`config.mk`:
```
export PLATFORM = sky130hd
export DESIGN_NAME = sha256_w_schedule_streamer_flat
export DESIGN_NICKNAME = d
export VERILOG_FILES = /design/src/rtl/sha256_w_schedule_streamer_if.sv /design/src/rtl/sha256_w_schedule_streamer.sv /design/src/flat_wrapper.sv
export SDC_FILE = /design/constraint.sdc
export NUM_CORES = 2
export LEC_CHECK = 0
export CAP_MARGIN = 10
export CORE_ASPECT_RATIO = 1.1
export CORE_MARGIN = 2
export CORE_UTILIZATION = 50
export CTS_CLUSTER_SIZE = 24
export DETAILED_ROUTE_END_ITERATION = 10
export PLACE_DENSITY = 0.9
export SYNTH_ARGS = -nofsm -noshare
export SYNTH_HDL_FRONTEND = slang
export SYNTH_SLANG_ARGS = --single-unit
export TNS_END_PERCENT = 10
```
`constraint.sdc`:
```
create_clock -name CLK -period 5.78 [get_ports CLK]
set_clock_uncertainty 0.2 [all_clocks]
set_input_delay 1.156 -clock CLK [delete_from_list [all_inputs] [get_ports CLK]]
set_output_delay 1.156 -clock CLK [all_outputs]
set_load 0.01 [all_outputs]
```
`src/rtl/sha256_w_schedule_streamer_if.sv`:
```
// rtl/sha256_w_schedule_streamer_if.sv - block-in / schedule-word-out handshake bundle
interface sha256_w_schedule_streamer_if;
  logic         in_valid;
  logic         in_ready;
  logic [511:0] in_block;
  logic         pad_mode;
  logic         w_valid;
  logic         w_ready;
  logic [31:0]  w_data;
  logic [5:0]   w_index;
  logic         w_last;

  // Producer-side view: the streamer itself
  modport slave (
    input  in_valid, in_block, pad_mode, w_ready,
    output in_ready, w_valid, w_data, w_index, w_last
  );

  // Environment view: block assembler plus round datapath
  modport master (
    output in_valid, in_block, pad_mode, w_ready,
    input  in_ready, w_valid, w_data, w_index, w_last
  );
endinterface

```
`src/rtl/sha256_w_schedule_streamer.sv`:
```
// rtl/sha256_w_schedule_streamer.sv - serial SHA-256 W0..W63 producer, optional SECOND_HASH_PAD_EN digest padding
module sha256_w_schedule_streamer #(
  parameter int MAX_ROUND = 63
) (
  input  logic CLK,
  input  logic RST,
  sha256_w_schedule_streamer_if.slave bus,
  output logic busy
);

  localparam logic [5:0] LAST = 6'(MAX_ROUND);

  typedef enum logic {IDLE, RUN} state_t;

  state_t      state;
  state_t      state_nxt;
  logic [31:0] win [16];
  logic [31:0] load_w [16];
  logic [31:0] w_new;
  logic [5:0]  t_q;
  logic        in_ready_q;
  logic        w_valid_q;
  logic        w_last_q;
  logic        accept;
  logic        advance;
  logic        done;

  function automatic logic [31:0] sig0(input logic [31:0] x);
    return {x[6:0], x[31:7]} ^ {x[17:0], x[31:18]} ^ (x >> 3);
  endfunction

  function automatic logic [31:0] sig1(input logic [31:0] x);
    return {x[16:0], x[31:17]} ^ {x[18:0], x[31:19]} ^ (x >> 10);
  endfunction

  assign accept  = bus.in_valid & in_ready_q & (state == IDLE);
  assign advance = w_valid_q & bus.w_ready;
  assign done    = advance & (t_q == LAST);
  assign w_new   = sig1(win[14]) + win[9] + sig0(win[1]) + win[0];

  assign bus.in_ready = in_ready_q;
  assign bus.w_valid  = w_valid_q;
  assign bus.w_data   = win[0];
  assign bus.w_index  = t_q;
  assign bus.w_last   = w_last_q;
  assign busy         = (state == RUN);

  // Block-to-window load mux; digest padding replaces the upper half of the window
  always_comb begin
    for (int k = 0; k < 16; k++) begin
      load_w[k] = bus.in_block[511 - 32*k -: 32];
    end
`ifdef SECOND_HASH_PAD_EN
    if (bus.pad_mode) begin
      for (int k = 8; k < 16; k++) begin
        load_w[k] = 32'h0;
      end
      load_w[8]  = 32'h8000_0000;
      load_w[15] = 32'h0000_0100;
    end
`endif
  end

`ifndef SECOND_HASH_PAD_EN
  logic unused_pad_mode;
  assign unused_pad_mode = bus.pad_mode;
`endif

  // State register
  always_ff @(posedge CLK or negedge RST) begin
    if (!RST) state <= IDLE;
    else      state <= state_nxt;
  end

  // Next-state: accept a block in IDLE, return after the final word handshakes
  always_comb begin
    state_nxt = state;
    case (state)
      IDLE:    if (accept) state_nxt = RUN;
      RUN:     if (done)   state_nxt = IDLE;
      default: state_nxt = IDLE;
    endcase
  end

  // Registered handshake flags and round counter
  always_ff @(posedge CLK or negedge RST) begin
    if (!RST) begin
      in_ready_q <= 1'b0;
      w_valid_q  <= 1'b0;
      w_last_q   <= 1'b0;
      t_q        <= 6'd0;
    end else begin
      in_ready_q <= (state_nxt == IDLE);
      w_valid_q  <= (state_nxt == RUN);
      if (accept) begin
        t_q      <= 6'd0;
        w_last_q <= (LAST == 6'd0);
      end else if (done) begin
        t_q      <= 6'd0;
        w_last_q <= 1'b0;
      end else if (advance) begin
        t_q      <= t_q + 6'd1;
        w_last_q <= ((t_q + 6'd1) == LAST);
      end
    end
  end

  // Sliding 16-word window; win[0] is the word on offer
  always_ff @(posedge CLK or negedge RST) begin
    if (!RST) begin
      for (int k = 0; k < 16; k++) win[k] <= 32'h0;
    end else if (accept) begin
      for (int k = 0; k < 16; k++) win[k] <= load_w[k];
    end else if (advance && !done) begin
      for (int k = 0; k < 15; k++) win[k] <= win[k+1];
      win[15] <= w_new;
    end
  end

endmodule
```
`src/flat_wrapper.sv`:
```
// flat-port wrapper written by rule: the top's interface ports become plain ports
module sha256_w_schedule_streamer_flat 
#(
  parameter int MAX_ROUND = 63
)
  (CLK, RST, busy, bus_in_valid, bus_in_block, bus_pad_mode, bus_w_ready, bus_in_ready, bus_w_valid, bus_w_data, bus_w_index, bus_w_last);
  sha256_w_schedule_streamer_if bus_i ();
  input  logic CLK;
  input  logic RST;
  output logic busy;
  input wire logic [$bits(bus_i.in_valid)-1:0] bus_in_valid;
  input wire logic [$bits(bus_i.in_block)-1:0] bus_in_block;
  input wire logic [$bits(bus_i.pad_mode)-1:0] bus_pad_mode;
  input wire logic [$bits(bus_i.w_ready)-1:0] bus_w_ready;
  output wire logic [$bits(bus_i.in_ready)-1:0] bus_in_ready;
  output wire logic [$bits(bus_i.w_valid)-1:0] bus_w_valid;
  output wire logic [$bits(bus_i.w_data)-1:0] bus_w_data;
  output wire logic [$bits(bus_i.w_index)-1:0] bus_w_index;
  output wire logic [$bits(bus_i.w_last)-1:0] bus_w_last;
  assign bus_i.in_valid = bus_in_valid;
  assign bus_i.in_block = bus_in_block;
  assign bus_i.pad_mode = bus_pad_mode;
  assign bus_i.w_ready = bus_w_ready;
  assign bus_in_ready = bus_i.in_ready;
  assign bus_w_valid = bus_i.w_valid;
  assign bus_w_data = bus_i.w_data;
  assign bus_w_index = bus_i.w_index;
  assign bus_w_last = bus_i.w_last;
  sha256_w_schedule_streamer #(.MAX_ROUND(MAX_ROUND)) u_core (.CLK(CLK), .RST(RST), .bus(bus_i), .busy(busy));
endmodule
```
==> impl_metrics.json <==
{
  "wl_met2_mm": 45.34,
  "rsz0062_at_grt": "false",
  "drv_slew": 0,
  "first_iter_violations": 3163,
  "coreArea_um2": 55790,
  "drv_cap": 0,
  "status": "finished, final reports clean",
  "port-buffer-count": 557,
  "yosys_warnings": 0,
  "routed-wl-met3_mm": 8.677,
  "crit_path_start": "u_core.win[50]",
  "synth_fp_nets": 4056,
  "synth_edf_count": 0,
  "cp_max_fo": 6,
  "drt-met1-wl_mm": 39.31,
  "cts_tree": "built",
  "whs_ns": 0.3029,
  "synth-main-ff-cell": "dfrtp_1",
  "grt_max_degree": 192,
  "synthArstFlopShare": 1.000,
  "antenna_left": 0,
  "cts.sinks": 521,
  "hold_start": "u_core.win[3]",
  "multi_input_area_um2": 13120,
  "slew_headroom": 0.2812,
  "slowest_delay_ns": 0.52,
  "grt_pass1_vias": 25160,
  "final_hold_viol_count": 0,
  "synth_most_common_cell": "nand2_1",
  "num-fill-cells": 4531,
  "worstHoldPathType": "flip-flop to flip-flop",
  "fp.dieH_um": 252.4,
  "tns_ns": 0,
  "path_class": "flip-flop to flip-flop",
  "cts_htree_levels": 2,
  "reg2reg_slack_ns": 1.23,
  "worst_pin_slew_ns": 1.078,
  "vias": 26260,
  "grtUsageTotal": 0.3441,
  "synthToLayoutAreaGrowth_pct": 26.49,
  "clk_pin_slew_ns": 0.06,
  "path_buf_inv": 2,
  "ys_ff_latch": 521,
  "grt_overflow": 0,
  "finalNonFillerCells": 4584,
  "cts_root_buffer": "clkbuf_16",
  "highest-signal-layer": "met5",
  "post_cts_resized": 0,
  "dpl.cell_count": 4466,
  "post_cts_buffers": 0,
  "clk-insertion-delay-late_ns": 0.63,
  "arrival_ns": 4.78,
  "synth.top_cells.by_area": "dfrtp_1 46%, nand2_1 14%, a31oi_1 11%",
  "crit_family": "compound AO/OA/AOI/OAI gates",
  "ioPinCount": 559,
  "fin_nets": 4389,
  "required_ns": 6.01,
  "yosysSeqAreaShare": 0.4648,
  "cts-hold-fix-buffers": 0,
  "dp_hpwl_mm": 75.14,
  "dr.pass1.iters": 9,
  "yosysTopAreaCellShare": 0.4648,
  "numCtsBuffers": 53,
  "fin_crit_sh": 0.7870,
  "rows": 91,
  "path_cells": "xnor2_1 -> xnor2_1 -> fa_1 -> inv_1 -> fa_1 -> inv_1 -> ha_1 -> a21oi_1 -> o21ai_0 -> a211o_1 -> o21ai_0 -> o21ai_0 -> xnor2_1 -> a21oi_1",
  "antenna_found_initial": 27,
  "finalCriticalPeriod_ns": 4.549,
  "grt_pass1_wl_mm": 150.1,
  "cts.path.max_buffers": 3,
  "synth_cells": 3444,
  "regArea_um2": 13040,
  "r2r_start": "u_core.win[50]",
  "endpoint_kind": "flip-flop",
  "die_area_um2": 58010,
  "post_route_cells_drive_above_1_share": 0.03640,
  "fmax_ghz": 0.2198,
  "synth_area_um2": 28050,
  "wl_per_cell_um": 22.00,
  "synth_common_cells": "1016 x nand2_1, 521 x dfrtp_1, 520 x nor2_1",
  "drc": 0,
  "routed_via_density": 5.729,
  "synth_top_cell_by_area": "dfrtp_1",
  "synth_cell_types": 63,
  "initial_core_util": 0.5028,
  "slowest_stage": "fa_1",
  "gp_congestion": 0.9799,
  "die_w_um": 229.8,
  "finalSetupViolCount": 0,
  "syn_area_per_cell_um2": 8.145,
  "routed_wl_mm": 100.8,
  "startpoint_type": "flip-flop"
}
-- area by class of cell --
type	count	share of cell area
Multi-Input combinational cell	2472	0.3697
Antenna cell	21	0.001481
Sequential cell	521	0.3675
Clock inverter	19	0.006242
Timing Repair Buffer	600	0.1724
Inverter	129	0.01365
Clock buffer	78	0.04285
Tap cell	744	0.02624
-- worst min-delay path, cell delays in order (launching register included) --
cell and delay, ns:
dfrtp_1 0.35, nand2_1 0.05, o21ai_0 0.06
-- per-stage QoR --
step,utilization,worst slack [ns],instance area (um^2)
after floorplan,-,1.873,28050
after global placement,0.6038,1.297,33690
after detailed placement,0.6038,1.280,33690
after CTS,0.6350,1.239,35430
after global routing,0.6360,1.004,35480
final,0.6360,1.231,35480
-- routing by layer --
metal  vias up  GRT usage
li1      11970          -
met1     12650     0.4447
met2      1305     0.5258
met3       332    0.07040
met4        10     0.2308
met5         -          0
-- sequential cells by signal, indices dropped and copies added (netlist names) --
register             flops
u_core.win             480
u_core.bus.w_data       32
u_core.bus.w_index       6
u_core.bus.in_ready      1
u_core.bus.w_last        1
u_core.busy              1
-- placed cells by master, fill, tap and decap left out, types with 33 or more instances in the layout --
cell and count:
fa_1 62, dfrtp_1 521, a31oi_1 491, xnor2_1 120
ha_1 33, a21oi_1 51, nor2_1 520, clkdlybuf4s50_1 556
clkbuf_16 53, nand2_1 1015, inv_1 129
-- path summary, 6_finish.rpt --
kind,to,cells past startpoint
hold reg to reg,u_core.win[3],2
setup / recovery,u_core.win[17],14
setup reg to reg,u_core.win[17],14
hold / removal,u_core.win[3],2
min in group asynchronous,u_core.win[344],1
max in group asynchronous,u_core.bus.w_index[2],2
-- logic make-up after synthesis --
kind of cell,synth area share
xor gates and xnor gates,0.04496
and+or+nand+nor,0.2166
AOI/OAI and AO/OA,0.1445
DFF,0.4648
buffers and inverters,0.06860
adders and majority gates,0.05897
muxes,0.001606
Power is not shown: default switching activity piles up to over one toggle a cycle in this logic, so the estimate is an artifact.
